File: config.mk
export PLATFORM = sky130hd
export DESIGN_NAME = sr_reg_file
export DESIGN_NICKNAME = d
export VERILOG_FILES = /design/src/rtl/sr_reg_file_pkg.sv /design/src/rtl/sr_reg_file_word.sv /design/src/rtl/sr_reg_file.sv
export SDC_FILE = /design/constraint.sdc
export NUM_CORES = 1
export LEC_CHECK = 0
export CORE_ASPECT_RATIO = 1.1
export CORE_MARGIN = 2
export CORE_UTILIZATION = 45
export DETAILED_ROUTE_END_ITERATION = 8
export PLACE_DENSITY_LB_ADDON = 0.3
export SETUP_SLACK_MARGIN = 0.3
export SLEW_MARGIN = 5
export SYNTH_ARGS = -nofsm -noshare
export SYNTH_HDL_FRONTEND = slang
export SYNTH_SLANG_ARGS = --single-unit
File: constraint.sdc
create_clock -name clk -period 2.3 [get_ports clk]
set_input_delay 0.46 -clock clk [delete_from_list [all_inputs] [get_ports clk]]
set_output_delay 0.46 -clock clk [all_outputs]
set_load 0.01 [all_outputs]
File: src/rtl/sr_reg_file_pkg.sv
// Shared op encodings and sequencer state type for the set/clear register file.
package sr_reg_pkg;

    typedef enum logic [1:0] {
        OP_HOLD  = 2'b00,
        OP_WRITE = 2'b01,
        OP_SET   = 2'b10,
        OP_CLR   = 2'b11
    } op_e;

    typedef enum logic {
        ST_IDLE     = 1'b0,
        ST_CLEARING = 1'b1
    } state_e;

endpackage

File: src/rtl/sr_reg_file_word.sv
// One storage word with write/set/clear next-state logic and a sequencer clear.
// SR_REG_FILE_BYPASS_EN selects whether rd shows the post-update (write-first) value.
module sr_word
    import sr_reg_pkg::*;
#(
    parameter int WIDTH = 8
) (
    input  logic             clk,
    input  logic             rst,
    input  logic             en,
    input  logic [1:0]       op,
    input  logic [WIDTH-1:0] mask,
    input  logic             seq_clr,
    output logic [WIDTH-1:0] rd
);

    logic [WIDTH-1:0] q;
    logic [WIDTH-1:0] q_next;

    // The sequencer clear wins; the top never enables an op while clearing anyway.
    always_comb begin
        q_next = q;
        if (seq_clr) begin
            q_next = '0;
        end else if (en) begin
            case (op_e'(op))
                OP_WRITE: q_next = mask;
                OP_SET:   q_next = q | mask;
                OP_CLR:   q_next = q & ~mask;
                default:  q_next = q;
            endcase
        end
    end

    always_ff @(posedge clk) begin
        if (rst) q <= '0;
        else     q <= q_next;
    end

`ifdef SR_REG_FILE_BYPASS_EN
    assign rd = q_next;
`else
    assign rd = q;
`endif

endmodule

File: src/rtl/sr_reg_file.sv
// Register file of set/clear words with two registered read ports and a clear-all sequencer.
// Read-during-update behaviour follows SR_REG_FILE_BYPASS_EN (see sr_word).
module sr_reg_file
    import sr_reg_pkg::*;
#(
    parameter  int WIDTH  = 8,
    parameter  int DEPTH  = 16,
    localparam int ADDR_W = $clog2(DEPTH)
) (
    input  logic              clk,
    input  logic              rst,
    input  logic [1:0]        op,
    input  logic [ADDR_W-1:0] waddr,
    input  logic [WIDTH-1:0]  wdata,
    input  logic [ADDR_W-1:0] raddr_a,
    output logic [WIDTH-1:0]  rdata_a,
    input  logic [ADDR_W-1:0] raddr_b,
    output logic [WIDTH-1:0]  rdata_b,
    input  logic              clr_all_req,
    output logic              busy
);

    state_e            state;
    state_e            state_nxt;
    logic [ADDR_W-1:0] ptr;
    logic              accept;
    logic [WIDTH-1:0]  word_rd [DEPTH];
    logic [WIDTH-1:0]  rd_a;
    logic [WIDTH-1:0]  rd_b;

    assign accept = (state == ST_IDLE);

    // Out-of-range waddr matches no word, so the op falls away naturally.
    for (genvar i = 0; i < DEPTH; i++) begin : g_word
        sr_word #(.WIDTH(WIDTH)) u_word (
            .clk     (clk),
            .rst     (rst),
            .en      (accept && (waddr == ADDR_W'(i))),
            .op      (op),
            .mask    (wdata),
            .seq_clr ((state == ST_CLEARING) && (ptr == ADDR_W'(i))),
            .rd      (word_rd[i])
        );
    end

    always_ff @(posedge clk) begin
        if (rst) begin
            state <= ST_IDLE;
            ptr   <= '0;
        end else begin
            state <= state_nxt;
            if (state == ST_IDLE) ptr <= '0;
            else                  ptr <= ptr + ADDR_W'(1);
        end
    end

    always_comb begin
        state_nxt = state;
        case (state)
            ST_IDLE:     if (clr_all_req) state_nxt = ST_CLEARING;
            ST_CLEARING: if (ptr == ADDR_W'(DEPTH - 1)) state_nxt = ST_IDLE;
            default:     state_nxt = ST_IDLE;
        endcase
    end

    always_comb begin
        busy = (state == ST_CLEARING);
    end

    // Address compare per word keeps out-of-range reads at zero.
    always_comb begin
        rd_a = '0;
        rd_b = '0;
        for (int i = 0; i < DEPTH; i++) begin
            if (raddr_a == ADDR_W'(i)) rd_a = word_rd[i];
            if (raddr_b == ADDR_W'(i)) rd_b = word_rd[i];
        end
    end

    always_ff @(posedge clk) begin
        if (rst) begin
            rdata_a <= '0;
            rdata_b <= '0;
        end else begin
            rdata_a <= rd_a;
            rdata_b <= rd_b;
        end
    end

endmodule

# Yosys cells after proc, flatten, opt, wreduce, memory -nomap -nowiden

Index checks and enable logic that the tools add are counted.
Widths: inputs -> output; s select.

Register bits after elaboration: 149
Word-level logic and storage cells: 239

Add/subtract/negate cells: 1
Equal/unequal tests: 63
Mux-type cells: 51
Bitwise gates (word level): 34
Reductions and logical operators: 70

Operators with widths:

| kind                | count |
|---|---|
| $pmux 8 s3          | 16 |
| $mux 8              | 32 |
| $and 8x8->8         | 16 |
| $eq 4x4->1 const B  | 32 |
| $or 8x8->8          | 16 |
| $eq 4x3->1 const B  | 16 |
| $reduce_or 2->1     | 17 |
| $eq 4x2->1 const B  | 8 |
| $logic_and 1x1->1   | 32 |
| $reduce_and 2->1    | 16 |
| $eq 4x1->1 const B  | 4 |
| $logic_not 4->1     | 4 |
| $not 8->8           | 1 |
| $add 4x1->4 const B | 1 |
| $eq 2x2->1 const B  | 2 |
| $reduce_bool 3->1   | 1 |
| $eq 2x1->1 const B  | 1 |
| $mux 1              | 2 |
| $pmux 1 s2          | 1 |
| $not 1->1           | 1 |

# Longest topological paths before layout

Gate-level depths: netlist (run 1).

Depth after elaboration: 17
Mapped depth: 8

# Hierarchy

From an unflattened synthesis (run 1), not the netlist that was laid out.

Cells, all modules: 1590
Area total of the unflattened synthesis: 11446.0 µm²

Modules (own cells, without submodules):

| module      | times used | cells an instance | area an instance (µm²) | seq. area each (µm²) |
|---|---|---|---|---|
| sr_word     | 16         | 63                | 479.2                  | 160.2 |
| sr_reg_file | 1          | 582               | 3778.6                 | 420.4 |

# Least setup slack after synthesis (run 1)

No wires, ideal clock.

Kind: in2reg
Start: input port raddr_b[0]
End: register rdata_b[7]
Data arrival time: 1.570 ns
Required time: 2.185 ns
Path slack: 0.615 ns
Stages: 7
Path buffers: 2
Path through: buf_2 buf_2 nand2b_1 o22ai_1 a21oi_1 o22a_1 o21a_1

Cells in the longest elaborated chain, start to end: 17
Elaborated cells on any way between the ends: 32
Those cells by class: eq/ne: 15; mux: 16; reduce/logical: 1

Ends and longest elaborated chain:

| item                  | line              | RTL |
|---|---|---|
| from (decl)           | sr_reg_file.sv:17 | `input logic [ADDR_W-1:0] raddr_b,` |
| $logic_not 4->1       | sr_reg_file.sv:76 | `if (raddr_b == ADDR_W'(i)) rd_b = word_rd[i];` |
| $mux 8 (15 in series) | sr_reg_file.sv:76 |  |
| $mux 8 (*)            | sr_reg_file.sv:76 |  |
| to (signal assigned)  | sr_reg_file.sv:86 | `rdata_b <= rd_b;` |
| to (decl)             | sr_reg_file.sv:18 | `output logic [WIDTH-1:0] rdata_b,` |

Mark *: on every way between the ends. The rest lies on a longest branch, timed or not.
A chain may end at the register's enable or synchronous reset.

# Worst setup path after layout (run 1)

Start: register state (netlist: busy)
End: output port busy

RTL lines:

| item                   | line              | RTL |
|---|---|---|
| from (decl)            | sr_reg_file.sv:23 | `state_e state;` |
| from (signal assigned) | sr_reg_file.sv:51 | `state <= state_nxt;` |
| to (decl)              | sr_reg_file.sv:20 | `output logic busy` |

No word-level cell between the ends.

==> flow_summary.toml, run 1 <==
[status]
status = "complete, no violations"

[synth]
yosys_register_bits = 149
mappedNetlistArea_um2 = 8600
seq_area_frac_synth = 0.347
yosysWarningCount = 0
synth_edf_count = 0
synth-simple-area-share = 0.189
syn_nets = 1134
synth_top_family_by_area = "compound AO/OA/AOI/OAI gates"
yosys-mux-area-fraction = 0.0954
yosysUniqueCellTypes = 77
syn_area_per_cell_um2 = 7.78
synth_xor_area_frac = 0.00204
synth_compound_area_frac = 0.308
synthAdderAreaFrac = 0.00582
syn_inst = 1105
ys_async_sr_fraction = 0
ys.flop_type = "dfxtp_1"

[critical_path]
critPathMaxStageDelay_ps = 570
critPathMaxFanout = 13
required_ps = 1840
startpoint_type = "flip-flop"
cpLargestDelayFamily = "buffers and inverters"
crit_type = "flip-flop to primary output"
crit_arrival_ps = 1460
critPathCaptureType = "primary output"
cp_cell_sequence = "clkdlybuf4s50_1"
crit_buf_inv = 1
crit_slowest_cell = "clkdlybuf4s50_1"

[floorplanning]
ios = 42
rows = 53
core-area_um2 = 18900
die-area_um2 = 20200
fp.dieW_um = 136
initial_core_util = 0.455
die_h_um = 149

[power_and_ir_drop]
ir_drop_uv = 526
leakage_nw = 3.48
power.density_nw_per_um2 = 611

[route]
wl_per_cell_um = 22.9
dr.first_iter.drc_count = 1277
antenna_left = 0
vias_per_cell = 6.40
routed_wl_um = 32900
dr_total_vias = 9209
drc_errors = 0
dr.pass1.iters = 5

[layout]
area_growth_pct = 19.4
nets = 1209
fillCellCount = 1825
diodes = 0
fin_area_um2 = 10300
utilization = 0.543
layout_commonest_cell = "nand2_1"
fin_cells = 1440
seqCellArea_um2 = 2980
final_cell_mix = "nand2_1, a21oi_1, o21ai_0"
multiInputGateArea_um2 = 5180
drive_above_1_share = 0.160

[grt]
grt_first_pass_wirelength_um = 49300
grt_max_degree = 42
grt_pass1_vias = 8416
antenna_found_initial = 0
grt_overflow = 0
grt_usage = 0.327

[sta]
rsz0062_at_grt = "no"
tightestPinTransition_ps = 946
finalSetupViolations = 0
relSlewSlack = 0.368
fin_crit_sh = 0.834
drv_slew = 0
final.setup_skew_ps = 9.96
hold_ws_ps = 488
period_minus_slack_ps = 1920
fmax_mhz = 521
hold_violations = 0
finalSetupTns_ps = 0

[cts]
ctsHoldBuffers = 0
cts_htree_levels = 4
cts_setup_buffers = 0
cts_tree = "built"
cts_sinks = 149
cts.path.max_buffers = 2
path_clk_slew_ps = 60
ctsRootBufferMaster = "clkbuf_16"
cts_buffers = 17
clock_latency_ps = 430

[placed_design]
place_inst = 1408
postPlaceCellArea_um2 = 9700
dp_hpwl_um = 24300
gp_congestion = 0.999
portBuffers = 41

[worst_hold_path]
hold_path_class = "flip-flop to flip-flop"

[flow_run]
cap_violations = 0
[synthesized netlist by cell type (6+ instances only)]
| library cell | count | area (um2) |
|---|---|---|
| a31o_2 | 7 | 61.3 |
| clkbuf_1 | 36 | 135 |
| nor2b_1 | 21 | 131 |
| mux2i_1 | 37 | 370 |
| o22ai_1 | 17 | 106 |
| nor3_1 | 18 | 90.1 |
| nand2b_1 | 20 | 125 |
| a31oi_1 | 8 | 50.1 |
| o32ai_1 | 6 | 52.6 |
| inv_1 | 10 | 37.5 |
| o21bai_1 | 13 | 97.6 |
| buf_4 | 10 | 75.1 |
| o21ai_0 | 154 | 771 |
| nor2_2 | 6 | 37.5 |
| nand2_1 | 174 | 653 |
| mux2_2 | 16 | 180 |
| o21ai_1 | 11 | 55.1 |
| a22oi_1 | 9 | 67.6 |
| and2_1 | 11 | 68.8 |
| buf_2 | 23 | 115 |
| dfxtp_1 | 149 | 2980 |
| a21oi_1 | 165 | 826 |
| nand3_1 | 15 | 75.1 |
| a211oi_1 | 11 | 82.6 |
| mux4_2 | 11 | 248 |
| nor2_1 | 44 | 165 |
[metrics by stage]
stage | total power [mW] | setup slack [ps]
3_3_place_gp | 3.64 | -68.9
3_5_place_dp | 3.64 | -91.6
4_1_cts | 6.25 | 351
5_1_grt | 6.44 | 305
2_1_floorplan | 3.24 | 615
6_report | 6.27 | 381
[metal layers]
layer	part of all wire	vias up	GRT usage	wire length (um)
met3	0.091	117	0.0612	2980
met1	0.40	4345	0.422	13000
met4	0.052	0	0.166	1710
met2	0.46	572	0.522	15200
li1	-	4175	-	-
met5	0	-	0	0
[sequential cells by signal (all words and copies together) (netlist names)]
name              flops
g_word.u_word.rd    128
busy                  1
ptr                   4
rdata_b               8
rdata_a               8
[worst paths after layout]
| path | slack [ps] | startpoint | endpoint | cells after the start |
|---|---|---|---|---|
| setup / recovery | 380 | busy$_SDFF_PP0_ | busy | 1 |
| hold / removal | 490 | g_word[9].u_word.rd[6]$_SDFFE_PP0P_ | g_word[9].u_word.rd[6]$_SDFFE_PP0P_ | 2 |
| setup reg to reg | 540 | busy$_SDFF_PP0_ | g_word[7].u_word.rd[5]$_SDFFE_PP0P_ | 6 |
| hold reg to reg | 490 | g_word[9].u_word.rd[6]$_SDFFE_PP0P_ | g_word[9].u_word.rd[6]$_SDFFE_PP0P_ | 2 |
[timing repair]
item                                    in CTS  in global routing
resized for setup                            1                  5
endpoints found under the setup margin       1                 11
gates cloned                                 0                  0
[layout make-up]
type / instances / share of cell area
clock buffer: 17 / 0.0414
clock inverter: 15 / 0.0118
inverter: 12 / 0.00439
multi-input combinational: 867 / 0.504
sequential: 149 / 0.291
tap: 247 / 0.0301
timing repair buffer: 133 / 0.117
[power by group]
| part | switching [mW] | total (mW) | internal, mW |
|---|---|---|---|
| clock | 1.25 | 2.65 | 1.40 |
| sequential | 0.0375 | 2.66 | 2.62 |
| combinational | 0.590 | 0.959 | 0.369 |
| total | 1.88 | 6.27 | 4.40 |
[logic make-up after synthesis]
| family | count (synthesis) |
|---|---|
| XOR/XNOR | 2 |
| AND/OR/NAND/NOR | 341 |
| buffers and inverters | 89 |
| AO/OA/AOI/OAI | 454 |
| multiplexers | 66 |
| adder cells (fa/ha/maj) | 4 |
| flip-flops | 149 |
[worst min-delay path, cell delays in order (launching register included)]
cell and delay [ps]:
dfxtp_1 320, o21ai_0 70, a21oi_1 60
Note: power is estimated with default switching activity, not from simulation.
==> run 2, diff against run 1 <==
==> constraint.sdc (replaced) <==
create_clock -name clk -period 1.8 [get_ports clk]
set_input_delay 0.36 -clock clk [delete_from_list [all_inputs] [get_ports clk]]
set_output_delay 0.36 -clock clk [all_outputs]
set_load 0.01 [all_outputs]
==> run 2 against run 1 <==
Against the previous run:
- cell count increased by 4.7%
- global-route usage is 2.1 points higher
- combinational power is 51% higher
- utilization up 6.1 points
- sequential power increased by 28%
- non-clock buffer count is 68 higher
- total power rose by 33%
- clock power is 32% higher
- via count grew 5.1%
- critical endpoint is now g_word[12].u_word.rd[0]$_SDFFE_PP0P_
- largest cell class unchanged
==> flow_summary.toml, run 2 (synthesized netlist as in run 1, its figures left out) <==
[critical_path]
critPathMaxFanout = 8
critPathCaptureType = "flip-flop"
reg2reg_depth = 6
required_ps = 2180
crit_slowest_cell = "or3_4"
crit_arrival_ps = 1890
crit_type = "flip-flop to flip-flop"
startpoint_type = "flip-flop"
cp_cell_sequence = "o21bai_4, or3_4, nor2_4, buf_12, nand2_1, a21oi_2"
cpLargestDelayFamily = "simple AND/OR/NAND/NOR gates"
r2r_slack_ps = 290
critical_path.startpoint = "busy$_SDFF_PP0_"
crit_buf_inv = 1
critPathMaxStageDelay_ps = 410
r2r-end = "g_word[12].u_word.rd[0]$_SDFFE_PP0P_"
r2r-start = "busy$_SDFF_PP0_"

[sta]
finalSetupViolations = 0
hold_violations = 0
finalWorstSetupSlack_ps = 294
finalSetupTns_ps = 0
drv_slew = 0
tightestPinTransition_ps = 549
fmax_mhz = 664
hold_ws_ps = 463
period_minus_slack_ps = 1510
final.setup_skew_ps = 10.4
rsz0062_at_grt = "yes"
fin_crit_sh = 0.837
relSlewSlack = 0.633

[floorplanning]
fp.dieW_um = 136
ios = 42
die-area_um2 = 20200
die_h_um = 149
initial_core_util = 0.455
core-area_um2 = 18900
rows = 53

[route]
routed_wl_um = 34800
drc_errors = 0
dr.first_iter.drc_count = 1285
antenna_left = 0
dr.pass1.iters = 8
wl_per_cell_um = 23.1
dr_total_vias = 9682
vias_per_cell = 6.42

[cts]
cts.path.max_buffers = 2
ctsHoldBuffers = 0
ctsRootBufferMaster = "clkbuf_16"
clock_latency_ps = 450
path_clk_slew_ps = 70
cts_sinks = 149
cts_tree = "built"
cts_htree_levels = 4
cts_buffers = 17

[flow_run]
cap_violations = 0

[layout]
layout_commonest_cell = "nand2_1"
drive_above_1_share = 0.273
final_cell_mix = "nand2_1, a21oi_1, dfxtp_1"
fin_area_um2 = 11400
area_growth_pct = 32.7
fillCellCount = 1679
diodes = 0
largest_reg_flops = 128
fin_cells = 1508
nets = 1277
utilization = 0.604

[worst_hold_path]
hold_path_class = "input pin to flip-flop"
worstHoldStart = "clr_all_req"
min_to = "busy$_SDFF_PP0_"
whs_path_depth = 3

[placed_design]
place_ws_ps = -399
gp_congestion = 1.02
portBuffers = 41
place_inst = 1471
dp_hpwl_um = 25700
postPlaceCellArea_um2 = 10300

[power_and_ir_drop]
ir_drop_uv = 707
power.density_nw_per_um2 = 733
leakage_nw = 4.13
power_mw = 8.36

[status]
status = "complete, no violations"

[grt]
grt_first_pass_wirelength_um = 53200
grt_max_degree = 41
grt_pass1_vias = 9389
grt_usage = 0.348
grt_overflow = 0
antenna_found_initial = 1
[run 2: changes by cell type in the layout (fill, tap and decap cells not counted), sizes merged, moves of 4 or more]
cell	before	now
clkbuf	17	21
dlygate4sd2	0	21
buf	96	161
clkdlybuf4s50	37	11
clkinvlp	5	1
[run 2: cell type report]
cell class / count / area (um2) / area share
inverters: 12 / 45.0 / 0.00395
clock inverters: 15 / 138 / 0.0121
clock buffers: 17 / 425 / 0.0373
multi-input cells: 867 / 5570 / 0.488
repair buffers: 201 / 1940 / 0.170
well taps: 247 / 309 / 0.0271
flip-flops and latches: 149 / 2990 / 0.262
[run 2: layer usage]
layer	wire [um]	vias to the layer above	GRT usage
met5	15	-	0
met2	15900	690	0.555
met3	3440	173	0.0799
li1	-	4326	-
met1	13100	4491	0.430
met4	2290	2	0.206
[run 2: what timing repair did]
item	in CTS	in global routing
setup buffers	2	1
endpoints found under the setup margin	158	130
pin swaps	23	26
gates cloned	2	0
resized for setup	85	123
[run 2: how the worst max path moves through the flow]
stage / end / slack [ps] / cells after the start
after detailed placement: rdata_a[2]$_SDFF_PP0_ / -400 / 6
after global routing: g_word[12].u_word.rd[3]$_SDFFE_PP0P_ / 220 / 6
after CTS: busy / 220 / 2
final: g_word[12].u_word.rd[0]$_SDFFE_PP0P_ / 290 / 6
after floorplan: rdata_b[0]$_SDFF_PP0_ / 300 / 5
after global placement: rdata_a[2]$_SDFF_PP0_ / -380 / 6
[run 2: worst register-to-register path: cells and delay by family, from the launching register on]
| family | cells | cell delay [ps] |
|---|---|---|
| simple gates | 3 | 660 |
| buf+inv | 1 | 150 |
| compound gates | 2 | 310 |
| flops | 1 | 320 |
[run 2: power breakdown]
part,internal [mW],switching (mW),total [mW],leakage (nW)
clock network,1.83,1.69,3.51,0.276
registers,3.35,0.0468,3.40,1.21
logic,0.610,0.839,1.45,2.65
==> run 3, diff against run 2 <==
==> constraint.sdc (replaced) <==
create_clock -name clk -period 1.5 [get_ports clk]
set_input_delay 0.3 -clock clk [delete_from_list [all_inputs] [get_ports clk]]
set_output_delay 0.3 -clock clk [all_outputs]
set_load 0.01 [all_outputs]
==> run 3 against run 2 <==
Against the previous run:
- the flow now finishes with violations (setup timing)
- first-iteration DRC count grew 6.9%
- via count is 6.1% higher
- die area is the same
- flip-flop and latch count stayed put
- non-clock buffer count increased by 63
- sequential power increased by 20%
- hold slack got worse by 47 ps
- clock power up 22%
- register-to-register slack lost 360 ps
- sequential share of layout area fell by 3.1 points
- utilization grew 9.6 points
- largest power group unchanged
==> flow_summary.toml, run 3 (synthesized netlist as in run 1, its figures left out) <==
[power_and_ir_drop]
power_mw = 10.5
switching_share = 0.298
power_frac_seq = 0.387
combPwrFrac = 0.208
power.density_nw_per_um2 = 796
switching_power_mw = 3.14
leakage_nw = 4.80
ir_drop_uv = 777
internal-power_mw = 7.39
clkPwrFrac = 0.405

[sta]
fin_crit_sh = 1.04
rsz0062_at_grt = "yes"
period_minus_slack_ps = 1570
finalSetupViolations = 51
final.setup_skew_ps = 7.25
finalSetupTns_ps = -1450
finalWorstSetupSlack_ps = -67.1
fmax_mhz = 638
drv_slew = 0
hold_violations = 0
relSlewSlack = 0.669
tightestPinTransition_ps = 495

[layout]
layout_commonest_cell = "buf_4"
nets = 1340
drive_above_1_share = 0.489
largest_reg_flops = 128
final_cell_mix = "buf_4, nand2_1, a21oi_1"
area_growth_pct = 53.8
fillCellCount = 1431
diodes = 0

[route]
wl_per_cell_um = 24.7
routed_wl_um = 38800
dr.first_iter.drc_count = 1374
drc_errors = 0
dr.pass1.iters = 6
vias_per_cell = 6.54
antenna_left = 0
dr_total_vias = 10300

[floorplanning]
die-area_um2 = 20200
initial_core_util = 0.455
core-area_um2 = 18900
ios = 42
fp.dieW_um = 136
die_h_um = 149
rows = 53

[status]
violations = "setup timing"
status = "finished with violations"

[placed_design]
portBuffers = 41
dp_hpwl_um = 26500
gp_congestion = 0.991

[critical_path]
crit_slowest_cell = "or3_4"
crit_arrival_ps = 1930
crit_type = "flip-flop to flip-flop"
crit_buf_inv = 1
required_ps = 1860
cpLargestDelayFamily = "simple AND/OR/NAND/NOR gates"
critPathMaxStageDelay_ps = 410
critPathCaptureType = "flip-flop"
critPathMaxFanout = 8
startpoint_type = "flip-flop"
cp_cell_sequence = "o21bai_4, or3_4, buf_6, nor2_4, nand2_1, a21oi_2"

[cts]
cts_sinks = 149
ctsHoldBuffers = 0
cts_tree = "built"
cts_htree_levels = 4
path_clk_slew_ps = 60
cts.path.max_buffers = 2
clock_latency_ps = 440
ctsRootBufferMaster = "clkbuf_16"
cts_buffers = 17

[grt]
grt_pass1_vias = 9871
grt_overflow = 0
grt_usage = 0.378
grt_first_pass_wirelength_um = 57200
antenna_found_initial = 0
grt_max_degree = 33

[worst_hold_path]
hold_path_class = "input pin to flip-flop"

[flow_run]
cap_violations = 0
-- run 3: cell types whose count changed in the layout (fill, tap and decap cells not counted), sizes merged --
cell | previous run | this run
dlymetal6s2s | 1 | 0
bufinv | 0 | 1
buf | 161 | 244
dlygate4sd2 | 21 | 5
clkinvlp | 1 | 5
clkinv | 7 | 6
inv | 19 | 12
-- run 3: final timing paths --
check	from	to	slack, ps	cells after the start
setup / recovery	busy$_SDFF_PP0_	g_word[8].u_word.rd[6]$_SDFFE_PP0P_	-70	6
hold / removal	raddr_a[0]	rdata_a[0]$_SDFF_PP0_	420	4
setup reg to reg	busy$_SDFF_PP0_	g_word[8].u_word.rd[6]$_SDFFE_PP0P_	-70	6
hold reg to reg	ptr[0]$_SDFF_PP0_	ptr[0]$_SDFF_PP0_	450	1
-- run 3: worst register-to-register path, delay by kind of cell, from the launching register on --
family | cells | cell delay (ps)
DFF | 1 | 340
and+or+nand+nor | 3 | 700
buffers and inverters | 1 | 150
AOI/OAI and AO/OA | 2 | 300
-- run 3: area by class of cell --
class / count / area [um2] / share of cell area
Multi-Input combinational cell: 867 / 6590 / 0.498
Sequential cell: 149 / 3050 / 0.231
Timing Repair Buffer: 264 / 2650 / 0.200
Clock buffer: 20 / 467 / 0.0353
Tap cell: 247 / 309 / 0.0234
Clock inverter: 12 / 120 / 0.00908
Inverter: 12 / 46.3 / 0.00350
-- run 3: what timing repair did --
action                     CTS  global route
pin swaps                  110            66
setup endpoints to repair  162           147
buffers inserted            20            11
gates resized for setup    302           166
gates cloned                 3             0
-- run 3: per-layer routing --
metal / GRT usage / vias to the layer above / routed length, um
li1: - / 4452 / -
met5: 0 / - / 0
met3: 0.0853 / 186 / 4010
met4: 0.226 / 0 / 2540
met1: 0.476 / 4889 / 14700
met2: 0.591 / 744 / 17600
-- run 3: power by group through the flow --
stage	Clock [mW]	Sequential (mW)	Combinational, mW
3_5_place_dp	0	4.16	1.83
2_1_floorplan	0	4.16	0.939
4_1_cts	4.25	4.07	2.01
3_3_place_gp	0	4.16	1.82
5_1_grt	4.38	4.08	2.27
6_report	4.27	4.08	2.19
-- run 3: metrics by stage --
stage               cells  hold WS (ps)  setup WS [ps]  cell area [um2]  utilization
finish               1571           417          -67.1            13200        0.700
global route         1571           434           -129            13200        0.700
CTS                  1560           404          -54.9            12600        0.666
detailed placement   1505           479           -634            11100        0.587
global placement     1505           473           -645            11100        0.587
floorplan            1105           416           71.6             9070            -
